<file path="config.mk">
export PLATFORM = sky130hd
export DESIGN_NAME = stream_frame_packer
export DESIGN_NICKNAME = d
export VERILOG_FILES = /design/src/rtl/stream_pkg.sv /design/src/rtl/stream_out_reg.sv /design/src/rtl/stream_frame_packer.sv
export SDC_FILE = /design/constraint.sdc
export NUM_CORES = 1
export LEC_CHECK = 0
export CAP_MARGIN = 20
export CORE_UTILIZATION = 40
export CTS_BUF_LIST = sky130_fd_sc_hd__clkbuf_4 sky130_fd_sc_hd__clkbuf_8
export DETAILED_ROUTE_END_ITERATION = 7
export PLACE_DENSITY = 0.7
export SYNTH_ARGS = -nofsm -noshare
export SYNTH_HDL_FRONTEND = slang
export SYNTH_SLANG_ARGS = --single-unit
</file>
<file path="constraint.sdc">
create_clock -name clk -period 5.5 [get_ports clk]
set_input_delay 1.1 -clock clk [delete_from_list [all_inputs] [get_ports clk]]
set_output_delay 1.1 -clock clk [all_outputs]
set_load 0.05 [all_outputs]
</file>
<file path="src/rtl/stream_pkg.sv">
// Shared types and helpers for the camera-path stream frame packer.
package stream_pkg;

  typedef enum logic [1:0] {
    ST_IDLE     = 2'd0,
    ST_WAIT_SOF = 2'd1,
    ST_CAPTURE  = 2'd2,
    ST_FLUSH    = 2'd3
  } state_e;

  // Lane counter must be able to represent SCALE itself.
  function automatic int unsigned lane_cnt_w(input int unsigned scale);
    return $clog2(scale + 1);
  endfunction

  // Physical slot of the k-th sample within a packed word.
  function automatic int unsigned lane_pos(input int unsigned lane,
                                           input int unsigned scale,
                                           input bit          lsb_first);
    return lsb_first ? lane : (scale - 1 - lane);
  endfunction

endpackage

</file>
<file path="src/rtl/stream_out_reg.sv">
// Single-entry valid/ready holding register for packed words {data, keep, last}.
module stream_out_reg #(
  parameter int unsigned DW = 32,
  parameter int unsigned KW = 2
) (
  input  logic          clk,
  input  logic          rst_n,
  input  logic          load_i,
  input  logic [DW-1:0] data_i,
  input  logic [KW-1:0] keep_i,
  input  logic          last_i,
  input  logic          m_ready_i,
  output logic          m_valid_o,
  output logic [DW-1:0] m_data_o,
  output logic [KW-1:0] m_keep_o,
  output logic          m_last_o
);

  logic          valid_q;
  logic [DW-1:0] data_q;
  logic [KW-1:0] keep_q;
  logic          last_q;

  // Caller only loads when the slot is free, so a held word is never overwritten.
  always_ff @(posedge clk or negedge rst_n) begin
    if (!rst_n) begin
      valid_q <= 1'b0;
      data_q  <= '0;
      keep_q  <= '0;
      last_q  <= 1'b0;
    end else if (load_i) begin
      valid_q <= 1'b1;
      data_q  <= data_i;
      keep_q  <= keep_i;
      last_q  <= last_i;
    end else if (m_ready_i) begin
      valid_q <= 1'b0;
    end
  end

  assign m_valid_o = valid_q;
  assign m_data_o  = data_q;
  assign m_keep_o  = keep_q;
  assign m_last_o  = last_q;

endmodule

</file>
<file path="src/rtl/stream_frame_packer.sv">
// Frame-aware sample-to-word packer: aligns to SOF, flushes partial words at EOF,
// and captures a programmed number of frames in the camera clock domain.
module stream_frame_packer
  import stream_pkg::*;
#(
  parameter int unsigned DW_IN     = 16,
  parameter int unsigned SCALE     = 2,
  parameter int unsigned LSB_FIRST = 1,
  parameter int unsigned FCW       = 16
) (
  input  logic                   clk,
  input  logic                   rst_n,
  input  logic [DW_IN-1:0]       s_data_i,
  input  logic                   s_valid_i,
  output logic                   s_ready_o,
  input  logic                   s_sof_i,
  input  logic                   s_eof_i,
  output logic [DW_IN*SCALE-1:0] m_data_o,
  output logic [SCALE-1:0]       m_keep_o,
  output logic                   m_last_o,
  output logic                   m_valid_o,
  input  logic                   m_ready_i,
  input  logic                   start_i,
  input  logic                   abort_i,
  input  logic [FCW-1:0]         num_frames_i,
  output logic                   busy_o,
  output logic                   done_o,
  output logic                   sof_err_o,
  output logic [FCW-1:0]         frame_cnt_o
);

  localparam int unsigned LW = lane_cnt_w(SCALE);
  localparam int unsigned OW = DW_IN * SCALE;
  localparam int unsigned KW = SCALE;
  localparam logic [LW-1:0] LANE_LAST = LW'(SCALE - 1);

  state_e         state_q, state_d;
  logic [LW-1:0]  lane_q, lane_d;
  logic [OW-1:0]  pdata_q, pdata_d;
  logic [KW-1:0]  pkeep_q, pkeep_d;
  logic [FCW-1:0] fleft_q, fleft_d;
  logic [FCW-1:0] fcnt_q, fcnt_d;
  logic           err_q, err_d;
  logic           done_q, done_d;
  logic           busy_q;

  logic           out_free_c;
  logic           closes_c;
  logic           take_c;
  logic           s_ready_c;
  logic           load_c;
  logic [OW-1:0]  word_data_c;
  logic [KW-1:0]  word_keep_c;
  logic [OW-1:0]  ld_data_c;
  logic [KW-1:0]  ld_keep_c;
  logic           ld_last_c;

  assign out_free_c = !m_valid_o || m_ready_i;
  assign closes_c   = (lane_q == LANE_LAST) || s_eof_i;

  // Pack register with the incoming sample merged into its lane; unused lanes stay zero.
  always_comb begin
    word_data_c = pdata_q | (OW'(s_data_i) <<
                  (lane_pos(32'(lane_q), SCALE, LSB_FIRST != 0) * DW_IN));
    word_keep_c = pkeep_q | (KW'(1) << lane_q);
  end

  always_comb begin
    state_d   = state_q;
    lane_d    = lane_q;
    pdata_d   = pdata_q;
    pkeep_d   = pkeep_q;
    fleft_d   = fleft_q;
    fcnt_d    = fcnt_q;
    err_d     = err_q;
    done_d    = 1'b0;
    s_ready_c = 1'b0;
    take_c    = 1'b0;
    load_c    = 1'b0;
    ld_data_c = word_data_c;
    ld_keep_c = word_keep_c;
    ld_last_c = s_eof_i;

    unique case (state_q)
      ST_IDLE: begin
        s_ready_c = 1'b1;
        if (start_i) begin
          fleft_d = num_frames_i;
          state_d = ST_WAIT_SOF;
        end
      end
      ST_WAIT_SOF: begin
        // Non-SOF samples are dropped; an SOF that closes a word needs a free slot.
        s_ready_c = (s_sof_i && closes_c) ? out_free_c : 1'b1;
        if (s_valid_i && s_ready_c && s_sof_i) begin
          take_c  = 1'b1;
          state_d = ST_CAPTURE;
        end
      end
      ST_CAPTURE: begin
        if (s_valid_i && s_sof_i && (lane_q != '0)) begin
          err_d   = 1'b1;
          state_d = ST_FLUSH;
        end else begin
          s_ready_c = closes_c ? out_free_c : 1'b1;
          take_c    = s_valid_i && s_ready_c;
        end
      end
      ST_FLUSH: begin
        if (out_free_c) begin
          load_c    = 1'b1;
          ld_data_c = pdata_q;
          ld_keep_c = pkeep_q;
          ld_last_c = 1'b1;
          lane_d    = '0;
          pdata_d   = '0;
          pkeep_d   = '0;
          state_d   = ST_CAPTURE;
        end
      end
      default: state_d = ST_IDLE;
    endcase

    if (take_c) begin
      if (closes_c) begin
        load_c  = 1'b1;
        lane_d  = '0;
        pdata_d = '0;
        pkeep_d = '0;
      end else begin
        lane_d  = lane_q + LW'(1);
        pdata_d = word_data_c;
        pkeep_d = word_keep_c;
      end
    end

    // End of frame: count it, then either finish or re-arm for the next SOF.
    if (take_c && s_eof_i) begin
      fcnt_d = fcnt_q + FCW'(1);
      if ((num_frames_i != '0) && (fleft_q == FCW'(1))) begin
        done_d  = 1'b1;
        state_d = ST_IDLE;
      end else begin
        if (num_frames_i != '0) fleft_d = fleft_q - FCW'(1);
        state_d = ST_WAIT_SOF;
      end
    end

    if (abort_i) begin
      state_d = ST_IDLE;
      lane_d  = '0;
      pdata_d = '0;
      pkeep_d = '0;
      fleft_d = fleft_q;
      fcnt_d  = fcnt_q;
      err_d   = err_q;
      done_d  = 1'b0;
      load_c  = 1'b0;
    end
  end

  always_ff @(posedge clk or negedge rst_n) begin
    if (!rst_n) begin
      state_q <= ST_IDLE;
      lane_q  <= '0;
      pdata_q <= '0;
      pkeep_q <= '0;
      fleft_q <= '0;
      fcnt_q  <= '0;
      err_q   <= 1'b0;
      done_q  <= 1'b0;
      busy_q  <= 1'b0;
    end else begin
      state_q <= state_d;
      lane_q  <= lane_d;
      pdata_q <= pdata_d;
      pkeep_q <= pkeep_d;
      fleft_q <= fleft_d;
      fcnt_q  <= fcnt_d;
      err_q   <= err_d;
      done_q  <= done_d;
      busy_q  <= (state_d != ST_IDLE);
    end
  end

  stream_out_reg #(
    .DW (OW),
    .KW (KW)
  ) u_out_reg (
    .clk       (clk),
    .rst_n     (rst_n),
    .load_i    (load_c),
    .data_i    (ld_data_c),
    .keep_i    (ld_keep_c),
    .last_i    (ld_last_c),
    .m_ready_i (m_ready_i),
    .m_valid_o (m_valid_o),
    .m_data_o  (m_data_o),
    .m_keep_o  (m_keep_o),
    .m_last_o  (m_last_o)
  );

  assign s_ready_o   = s_ready_c;
  assign busy_o      = busy_q;
  assign done_o      = done_q;
  assign sof_err_o   = err_q;
  assign frame_cnt_o = fcnt_q;

endmodule
</file>
==> out/summary.txt, run 1 <==
Core ar.: 12700 sq um
Largest net degree at the start of global routing: 58
Most Crowded Layer GR: met2
Proportion of layout cells with a drive suffix above 1: 6.64%
RSZ-0062 raised after global routing: no
CP Data Required Time: 4.40 ns
Reg2reg start: lane_q[0]$_DFFE_PN0P_
Syn_nets: 583
Leak: 3.15 nW
Register area share after synthesis: 52.3%
GR Util met1: 25.5%
Crit path launch type: input port
First-pass GRT wire length: 20500 microns
Final Skew: 0.0141 ns
Grt ovf: 0
Drt first pass iters: 4
Clock latency on the worst-skew pair: 0.39 ns
H-tree Lvls: 3
EDFF count, synth: 0
Yosys top cell area share: 52.3%
TritonCTS clock tree: yes
Comb power frac: 34.8%
FFs w/ async S/R, synth: 100%
Placed wire-length estimate: 8850 microns
Pwr dens: 342 nW/um^2
Synthesized area: 5210 sq um
Syn Area/Cell: 9.78 sq um
Initial Util: 41.1%
Arr. time, crit path: 3.21 ns
CTS clk-pin slew, worst paths: 0.09 ns
Post-DP Area: 6370 sq um
IO Port Bufs: 95
Count of final setup violators: 0
Synth-to-Final Area Change: 26.6%
Initial antenna violation count: 0
Commonest cells in the netlist: dfrtp_1 (109), a21oi_1 (83), nor2_1 (63), inv_1 (48), mux2i_1 (34)
Status: complete, no violations
Setup CP Type: input port to output pin
Cells along the critical path: clkdlybuf4s50_1, o21ai_0, o21ai_0, a21oi_1, nor2_1, nor2_1, clkdlybuf4s50_1
Post-Route Utilization: 52.1%
Placed cell count: 787
Clock root cell: clkbuf_8
Measured slew at the worst slew-check pin: 0.724 ns
Startpoint of the worst hold path: frame_cnt_o[15]$_DFFE_PN0P_
Count leader, synth: dfrtp_1
Die Ht: 116 microns
Flop pwr share: 44.7%
Cell family with most CP delay: buffers and inverters
Total power: 2.26 mW
Max FO, Critical Path: 6
Yosys warns: 0
Peak Freq: 232 MHz
Final WL: 12600 microns
Die width: 116 microns
Worst hold slack: 0.471 ns
Synth area leader: dfrtp_1
Die area: 13500 sq um
Met2 Use GR: 32.3%
Worst path max stage delay: 0.82 ns
Period minus WS final: 4.31 ns
Final Hold Violating Endpoints: 0
Synth Register Bits: 109
Total track usage: 19.8%
Max Root-Sink Buffers: 2
Hold-fix buffers at CTS: 0
Routed vias: 4239
DRC errors left: 0
Final ANT Viol Nets: 0
Final setup margin: 1.19 ns
Period utilization: 78.3%
Ys flop type: dfrtp_1
Max VDD drop: 0.182 mV
Filler cell count: 1188
Slew headroom: 51.3%
DP Worst Slack: 1.22 ns
Fin cells: 805
Design area: 6600 sq um
Crit path buffers/inverters: 2
Io pins: 96
# rows: 41
Switch Pwr: 885 uW
TNS Setup: 0 ns
N_diodes: 0
Critical Path Slowest Stage Cell: clkdlybuf4s50_1
Main area contributors after synthesis: dfrtp_1 (52%), a21oi_1 (8.0%), mux2i_1 (6.5%)
Met3 GRT Util: 4.00%
Sw Share: 39.2%
CP startpoint: s_eof_i
# Max-Cap Violations: 0
CTS Sinks: 109
Int Pwr: 1.37 mW
Post-CTS Setup Bufs: 0
GPL Wtd Cong: 0.875
Cell variety after synth: 55
Routed wire per std cell: 15.7 microns
Avg Vias per Cell: 5.27
CP Capture Type: output pin
Max-slew violation count: 0
Clock Power Share: 20.4%
Worst hold-check path type: flip-flop to flip-flop
Mapped Cells: 533
Fin nets: 678
Total CTS buffers: 9
CTS resizes: 0
DRT iter0 DRCs: 356
Vias in the first global route: 4220
power by group through the flow:
stage	sequential, mW	clock, mW	combinational, mW
floorplan	1.32	0	0.186
global placement	1.02	0	0.777
detailed placement	1.02	0	0.787
CTS	1.01	0.470	0.789
global route	1.03	0.503	0.841
finish	1.01	0.461	0.786
worst paths after layout:
path                                                     endpoint  slack (ns)  depth (start not counted)
max in group asynchronous                  fleft_q[6]$_DFFE_PN0N_        3.58                          2
worst max register to register            fleft_q[14]$_DFFE_PN0N_        2.76                          8
worst max-delay path                                    s_ready_o        1.19                          7
min in group asynchronous       u_out_reg.m_data_o[1]$_DFFE_PN0P_        0.75                          1
worst min-delay path                  frame_cnt_o[15]$_DFFE_PN0P_        0.47                          1
worst min register to register        frame_cnt_o[15]$_DFFE_PN0P_        0.47                          1
routing by layer:
metal	vias to the layer above	routed length, microns
li1	2050	-
met1	2060	5600
met2	113	6170
met3	16	633
met4	0	213
met5	-	0
cell families (layout without fill, tap and decap cells):
group                    count (synthesis)  after routing  share of synthesized area [%]
AO/OA/AOI/OAI                          131            131                           14.5
multiplexers                            35             35                           6.75
XOR/XNOR                                15             15                           2.52
buffers and inverters                   69            169                           5.33
flip-flops                             109            109                           52.3
adder cells (fa/ha/maj)                 10             10                           2.40
AND/OR/NAND/NOR                        164            164                           16.1
flip-flops by register name, summed over array words and instances, names as in the netlist:
name,flops
frame_cnt_o,16
u_out_reg.m_last_o,1
sof_err_o,1
lane_q,2
u_out_reg.m_valid_o,1
busy_o,1
u_out_reg.m_keep_o,2
state_q,2
fleft_q,16
pdata_q,32
done_o,1
u_out_reg.m_data_o,32
pkeep_q,2
layout by cell type, fill, tap and decap left out, drive strengths merged, types with 15 or more instances in the layout:
cell type	Yosys	routed
nand3	18	18
nand2	20	20
o21ai	18	18
mux2i	34	34
inv	48	50
nor4	15	15
nor2	63	63
clkdlybuf4s50	0	94
a21oi	84	84
dfrtp	109	109
layout make-up:
cell class                 instances  area (sq um)  area share [%]
sequential                       109          2730            41.3
multi-input combinational        355          2240            33.9
timing repair buffer             104          1060            16.0
tap                              172           215            3.26
inverter                          49           184            2.79
clock buffer                      12           146            2.22
clock inverter                     4          31.3           0.474
No activity file was read; power rests on OpenSTA's default activity.
==> inputs of run 2 (changes only) <==
--- a/config.mk
+++ b/config.mk
@@ -9,7 +9,7 @@
 export CORE_UTILIZATION = 40
 export CTS_BUF_LIST = sky130_fd_sc_hd__clkbuf_4 sky130_fd_sc_hd__clkbuf_8
 export DETAILED_ROUTE_END_ITERATION = 7
-export PLACE_DENSITY = 0.7
+export PLACE_DENSITY = 0.72
 export SYNTH_ARGS = -nofsm -noshare
 export SYNTH_HDL_FRONTEND = slang
 export SYNTH_SLANG_ARGS = --single-unit
==> constraint.sdc (replaced) <==
create_clock -name clk -period 3.9 [get_ports clk]
set_input_delay 0.78 -clock clk [delete_from_list [all_inputs] [get_ports clk]]
set_output_delay 0.78 -clock clk [all_outputs]
set_load 0.05 [all_outputs]
==> out/summary.txt, run 2 (same netlist as run 1, synthesis figures left out) <==
Clock latency on the worst-skew pair: 0.38 ns (about the same)
CTS clk-pin slew, worst paths: 0.11 ns (+0.02 ns)
Period minus WS final: 3.06 ns
N_diodes: 0 (unchanged)
Peak Freq: 327 MHz
Hold-fix buffers at CTS: 0 (unchanged)
Setup CP Type: input port to output pin
Largest net degree at the start of global routing: 71 (+22%)
Worst hold-check path type: flip-flop to flip-flop
Total track usage: 19.8% (+0.097 points)
Die area: 13500 sq um (unchanged)
Grt ovf: 0 (unchanged)
# rows: 41 (unchanged)
Critical Path Slowest Stage Cell: clkdlybuf4s50_1
Worst hold slack: 0.475 ns (+0.00372 ns)
Initial antenna violation count: 0 (unchanged)
DP Worst Slack: 0.680 ns (-0.537 ns)
TNS Setup: 0 ns (unchanged)
Max FO, Critical Path: 6 (unchanged)
Vias in the first global route: 4207 (-0.31%)
Cells along the critical path: clkdlybuf4s50_1, o21ai_0, o21ai_0, a21oi_1, nor2_1, nor2_1, buf_4
Clock root cell: clkbuf_8
Die Ht: 116 microns (unchanged)
Status: complete, no violations
Commonest non-fill, non-tap cell in the layout: dfrtp_1
H-tree Lvls: 3 (unchanged)
Proportion of layout cells with a drive suffix above 1: 6.79% (+0.16 points)
Final Skew: 0.0163 ns (+0.00217 ns)
Crit path buffers/inverters: 2 (unchanged)
Die width: 116 microns (unchanged)
TritonCTS clock tree: yes
Stages on the worst setup path: 7 (unchanged)
Post-CTS Setup Bufs: 0 (unchanged)
CTS Sinks: 109 (unchanged)
Io pins: 96 (unchanged)
Count of final setup violators: 0 (unchanged)
Reg2reg start: lane_q[0]$_DFFE_PN0P_
CP Capture Type: output pin
Fin nets: 678 (unchanged)
First-pass GRT wire length: 20600 microns (+0.23%)
Startpoint of the worst hold path: frame_cnt_o[15]$_DFFE_PN0P_
Commonest non-fill, non-tap cells in the layout: dfrtp_1 (109), clkdlybuf4s50_1 (93), a21oi_1 (83)
Worst path max stage delay: 0.56 ns (-0.26 ns)
Drt first pass iters: 4 (unchanged)
Max Root-Sink Buffers: 2 (unchanged)
Slew headroom: 37.6% (-14 points)
R2R depth: 9 (+1)
Final Hold Violating Endpoints: 0 (unchanged)
Cell family with most CP delay: buffers and inverters
CP startpoint: s_eof_i
Initial Util: 41.1% (unchanged)
Avg Vias per Cell: 5.26 (-0.12%)
Leak: 3.16 nW (+0.24%)
Final ANT Viol Nets: 0 (unchanged)
# Max-Cap Violations: 0 (unchanged)
DRC errors left: 0 (unchanged)
GPL Wtd Cong: 0.925 (+5.7%)
Crit path launch type: input port
Total CTS buffers: 9 (unchanged)
Max VDD drop: 0.367 mV (+100%)
Measured slew at the worst slew-check pin: 0.936 ns (+0.212 ns)
IO Port Bufs: 95 (unchanged)
Arr. time, crit path: 2.28 ns (-0.93 ns)
RSZ-0062 raised after global routing: no
Placed wire-length estimate: 8890 microns (+0.53%)
Max-slew violation count: 0 (unchanged)
Routed vias: 4234 (-0.12%)
Period utilization: 78.3%
Synth-to-Final Area Change: 26.8%
Pwr dens: 492 nW/um^2 (+44%)
CTS resizes: 0 (unchanged)
DRT iter0 DRCs: 221 (-38%)
CP Data Required Time: 3.12 ns (-1.28 ns)
Core ar.: 12700 sq um (unchanged)
Routed wire per std cell: 15.7 microns (+0.26%)
Final WL: 12700 microns (+0.26%)
Hold depth: 1 (unchanged)
Final setup margin: 0.845 ns (-0.348 ns)
[run 2: cell types whose count changed in the layout (fill, tap and decap cells not counted), sizes merged]
cell	change
inv	+1
clkdlybuf4s50	-1
buf	+1
clkbuf	-2
bufinv	+1
[run 2: worst register-to-register path: cells and delay by family (launching register included)]
kind | cells | cell delay [ns]
AOI/OAI and AO/OA | 3 | 0.85
DFF | 1 | 0.48
and+or+nand+nor | 2 | 0.44
buffers and inverters | 2 | 0.41
adders and majority gates | 1 | 0.26
muxes | 1 | 0.24
[run 2: where the power goes]
part	leakage, nW	internal, mW	switching (mW)
Sequential	1.33	1.29	0.131
Clock	0.106	0.312	0.408
Combinational	1.72	0.380	0.726
[run 2: cell type report]
cell class,count,area [sq um]
flip-flops and latches,109,2730
inverters,49,184
clock inverters,6,68.8
fillers,1154,6060
repair buffers,104,1050
well taps,172,215
multi-input cells,355,2240
clock buffers,10,131
[run 2: metal layers]
layer / wire length (microns) / vias to the layer above / global-route usage (%)
li1: - / 2047 / -
met1: 5650 / 2046 / 26.6
met2: 6090 / 126 / 31.9
met3: 683 / 15 / 3.27
met4: 224 / 0 / 8.72
met5: 0 / - / 0
[run 2: worst paths after layout]
kind,end,slack [ns]
max in group asynchronous,u_out_reg.m_data_o[23]$_DFFE_PN0P_,2.66
hold / removal,frame_cnt_o[15]$_DFFE_PN0P_,0.47
setup reg to reg,u_out_reg.m_data_o[22]$_DFFE_PN0P_,1.14
setup / recovery,s_ready_o,0.84
hold reg to reg,frame_cnt_o[15]$_DFFE_PN0P_,0.47
min in group asynchronous,u_out_reg.m_data_o[17]$_DFFE_PN0P_,0.52
[run 2: stage by stage]
stage                     utilization, %  power, mW  std cells  cell area [sq um]
final                               52.2       3.25        805               6610
after global routing                52.2       3.41        805               6610
after CTS                           52.1       3.28        804               6600
after detailed placement            50.5       2.56        788               6400
after global placement              50.4       2.54        787               6390
after floorplan                        -       2.13        533               5210
==> inputs of run 3 (changes only) <==
==> constraint.sdc (replaced) <==
create_clock -name clk -period 2.5 [get_ports clk]
set_input_delay 0.5 -clock clk [delete_from_list [all_inputs] [get_ports clk]]
set_output_delay 0.5 -clock clk [all_outputs]
set_load 0.05 [all_outputs]
==> out/summary.txt, run 3 (same netlist as run 1, synthesis figures left out) <==
RSZ-0062 raised after global routing: no
Total CTS buffers: 9 (unchanged)
FF-to-FF setup slack: 0.09 ns (-1.05 ns)
# Max-Cap Violations: 0 (unchanged)
Fin nets: 720 (+6.2%)
Post-Route Utilization: 55.4% (+3.2 points)
Crit path launch type: flip-flop
Max VDD drop: 0.401 mV (+9.2%)
Commonest non-fill, non-tap cell in the layout: dfrtp_1
Core ar.: 12700 sq um (unchanged)
Die area: 13500 sq um (unchanged)
CTS clk-pin slew, worst paths: 0.11 ns (about the same)
Setup CP Type: flip-flop to output pin
Die width: 116 microns (unchanged)
Fin cells: 847 (+5.2%)
Proportion of layout cells with a drive suffix above 1: 13.5% (+6.7 points)
N_diodes: 0 (unchanged)
Arr. time, crit path: 1.92 ns (-0.36 ns)
Reg2Reg Capture Point: fleft_q[13]$_DFFE_PN0N_
Hold depth: 1 (unchanged)
Slew headroom: 61.4% (+24 points)
Initial Util: 41.1% (unchanged)
Final WL: 13200 microns (+4.6%)
Avg Vias per Cell: 5.22 (-0.72%)
Placed cell count: 830 (+5.3%)
# rows: 41 (unchanged)
Total power: 5.24 mW (+61%)
Routed wire per std cell: 15.6 microns (-0.56%)
Final Hold Violating Endpoints: 0 (unchanged)
Peak Freq: 414 MHz
Period minus WS final: 2.42 ns
Routed vias: 4423 (+4.5%)
CP Capture Type: output pin
Filler cell count: 1099 (-4.8%)
Crit path buffers/inverters: 2 (unchanged)
Reg2reg start: lane_q[0]$_DFFE_PN0P_
Post-CTS Setup Bufs: 0 (unchanged)
Grt ovf: 0 (unchanged)
Initial antenna violation count: 0 (unchanged)
Worst path max stage delay: 0.41 ns (-0.15 ns)
Drt first pass iters: 4 (unchanged)
Final ANT Viol Nets: 0 (unchanged)
R2R depth: 8 (-1)
Max FO, Critical Path: 5 (-1)
Final Skew: 0.0136 ns (-0.00270 ns)
Largest net degree at the start of global routing: 70 (-1.4%)
Max-slew violation count: 0 (unchanged)
DRT iter0 DRCs: 199 (-10%)
Placed wire-length estimate: 9640 microns (+8.4%)
Hold Path End: frame_cnt_o[15]$_DFFE_PN0P_
Cells along the critical path: buf_4, ha_2, o21ai_2, o21ai_0, a21oi_1, nor2_1, nor2_2, buf_12
TNS Setup: 0 ns (unchanged)
Total track usage: 20.4% (+0.55 points)
Vias in the first global route: 4302 (+2.3%)
Io pins: 96 (unchanged)
Cell family with most CP delay: flip-flops
Leak: 3.39 nW (+7.3%)
IO Port Bufs: 95 (unchanged)
H-tree Lvls: 3 (unchanged)
CP Data Required Time: 2.00 ns (-1.12 ns)
Clock root cell: clkbuf_8
DRC errors left: 0 (unchanged)
Pwr dens: 747 nW/um^2 (+52%)
Startpoint of the worst hold path: frame_cnt_o[15]$_DFFE_PN0P_
Worst hold-check path type: flip-flop to flip-flop
First-pass GRT wire length: 21100 microns (+2.3%)
CTS Sinks: 109 (unchanged)
Synth-to-Final Area Change: 34.6%
Clock latency on the worst-skew pair: 0.37 ns (about the same)
GPL Wtd Cong: 0.898 (-2.8%)
Measured slew at the worst slew-check pin: 0.578 ns (-0.358 ns)
Die Ht: 116 microns (unchanged)
Max Root-Sink Buffers: 2 (unchanged)
Period utilization: 96.7%
Count of final setup violators: 0 (unchanged)
Status: complete, no violations
TritonCTS clock tree: yes
Critical Path Slowest Stage Cell: dfrtp_1
Commonest non-fill, non-tap cells in the layout: dfrtp_1 (108), clkdlybuf4s50_1 (92), a21oi_1 (83)
## run 3: where the power goes
group / switching (mW) / leakage, nW / internal [mW]
Clock: 0.648 / 0.115 / 0.582
Combinational: 1.15 / 1.94 / 0.644
Sequential: 0.199 / 1.33 / 2.02
## run 3: routing by layer
| metal | global-route usage [%] | vias up | routed length [microns] |
|---|---|---|---|
| li1 | - | 2133 | - |
| met1 | 27.1 | 2141 | 5840 |
| met2 | 33.7 | 132 | 6520 |
| met3 | 3.22 | 17 | 686 |
| met4 | 7.78 | 0 | 184 |
| met5 | 0 | - | 0 |
## run 3: final cells by class
type | count | area [sq um] | area share [%]
inverters | 49 | 184 | 2.62
multi-input cells | 355 | 2260 | 32.2
clock buffers | 9 | 124 | 1.77
clock inverters | 7 | 109 | 1.55
flip-flops and latches | 109 | 2730 | 38.9
repair buffers | 146 | 1390 | 19.9
well taps | 172 | 215 | 3.07
## run 3: how the worst max path moves through the flow
stage                                    to                  start  cells past startpoint
detailed placement  fleft_q[12]$_DFFE_PN0N_       num_frames_i[11]                      9
global route        fleft_q[13]$_DFFE_PN0N_  lane_q[0]$_DFFE_PN0P_                      8
finish                            s_ready_o  lane_q[0]$_DFFE_PN0P_                      8
global placement    fleft_q[13]$_DFFE_PN0N_       num_frames_i[12]                      8
CTS                               s_ready_o  lane_q[0]$_DFFE_PN0P_                      8
floorplan           fleft_q[13]$_DFFE_PN0N_   state_q[0]$_DFF_PN0_                      8
## run 3: repair_timing
item                                    4_1_cts  5_1_grt
endpoints found under the setup margin        1       12
gates resized for setup                       5        5
pin swaps                                     2        2
endpoints found under the hold margin        10        0
hold buffers                                  1        0
## run 3: per-stage QoR
step / setup WS [ns] / instance area, sq um / hold slack [ns]
after detailed placement: -0.279 / 6750 / 0.351
after global routing: 0.00655 / 7020 / 0.486
after floorplan: 0.104 / 5210 / 0.204
after CTS: 0.0350 / 7000 / 0.474
final: 0.0825 / 7020 / 0.479
after global placement: -0.210 / 6750 / 0.346
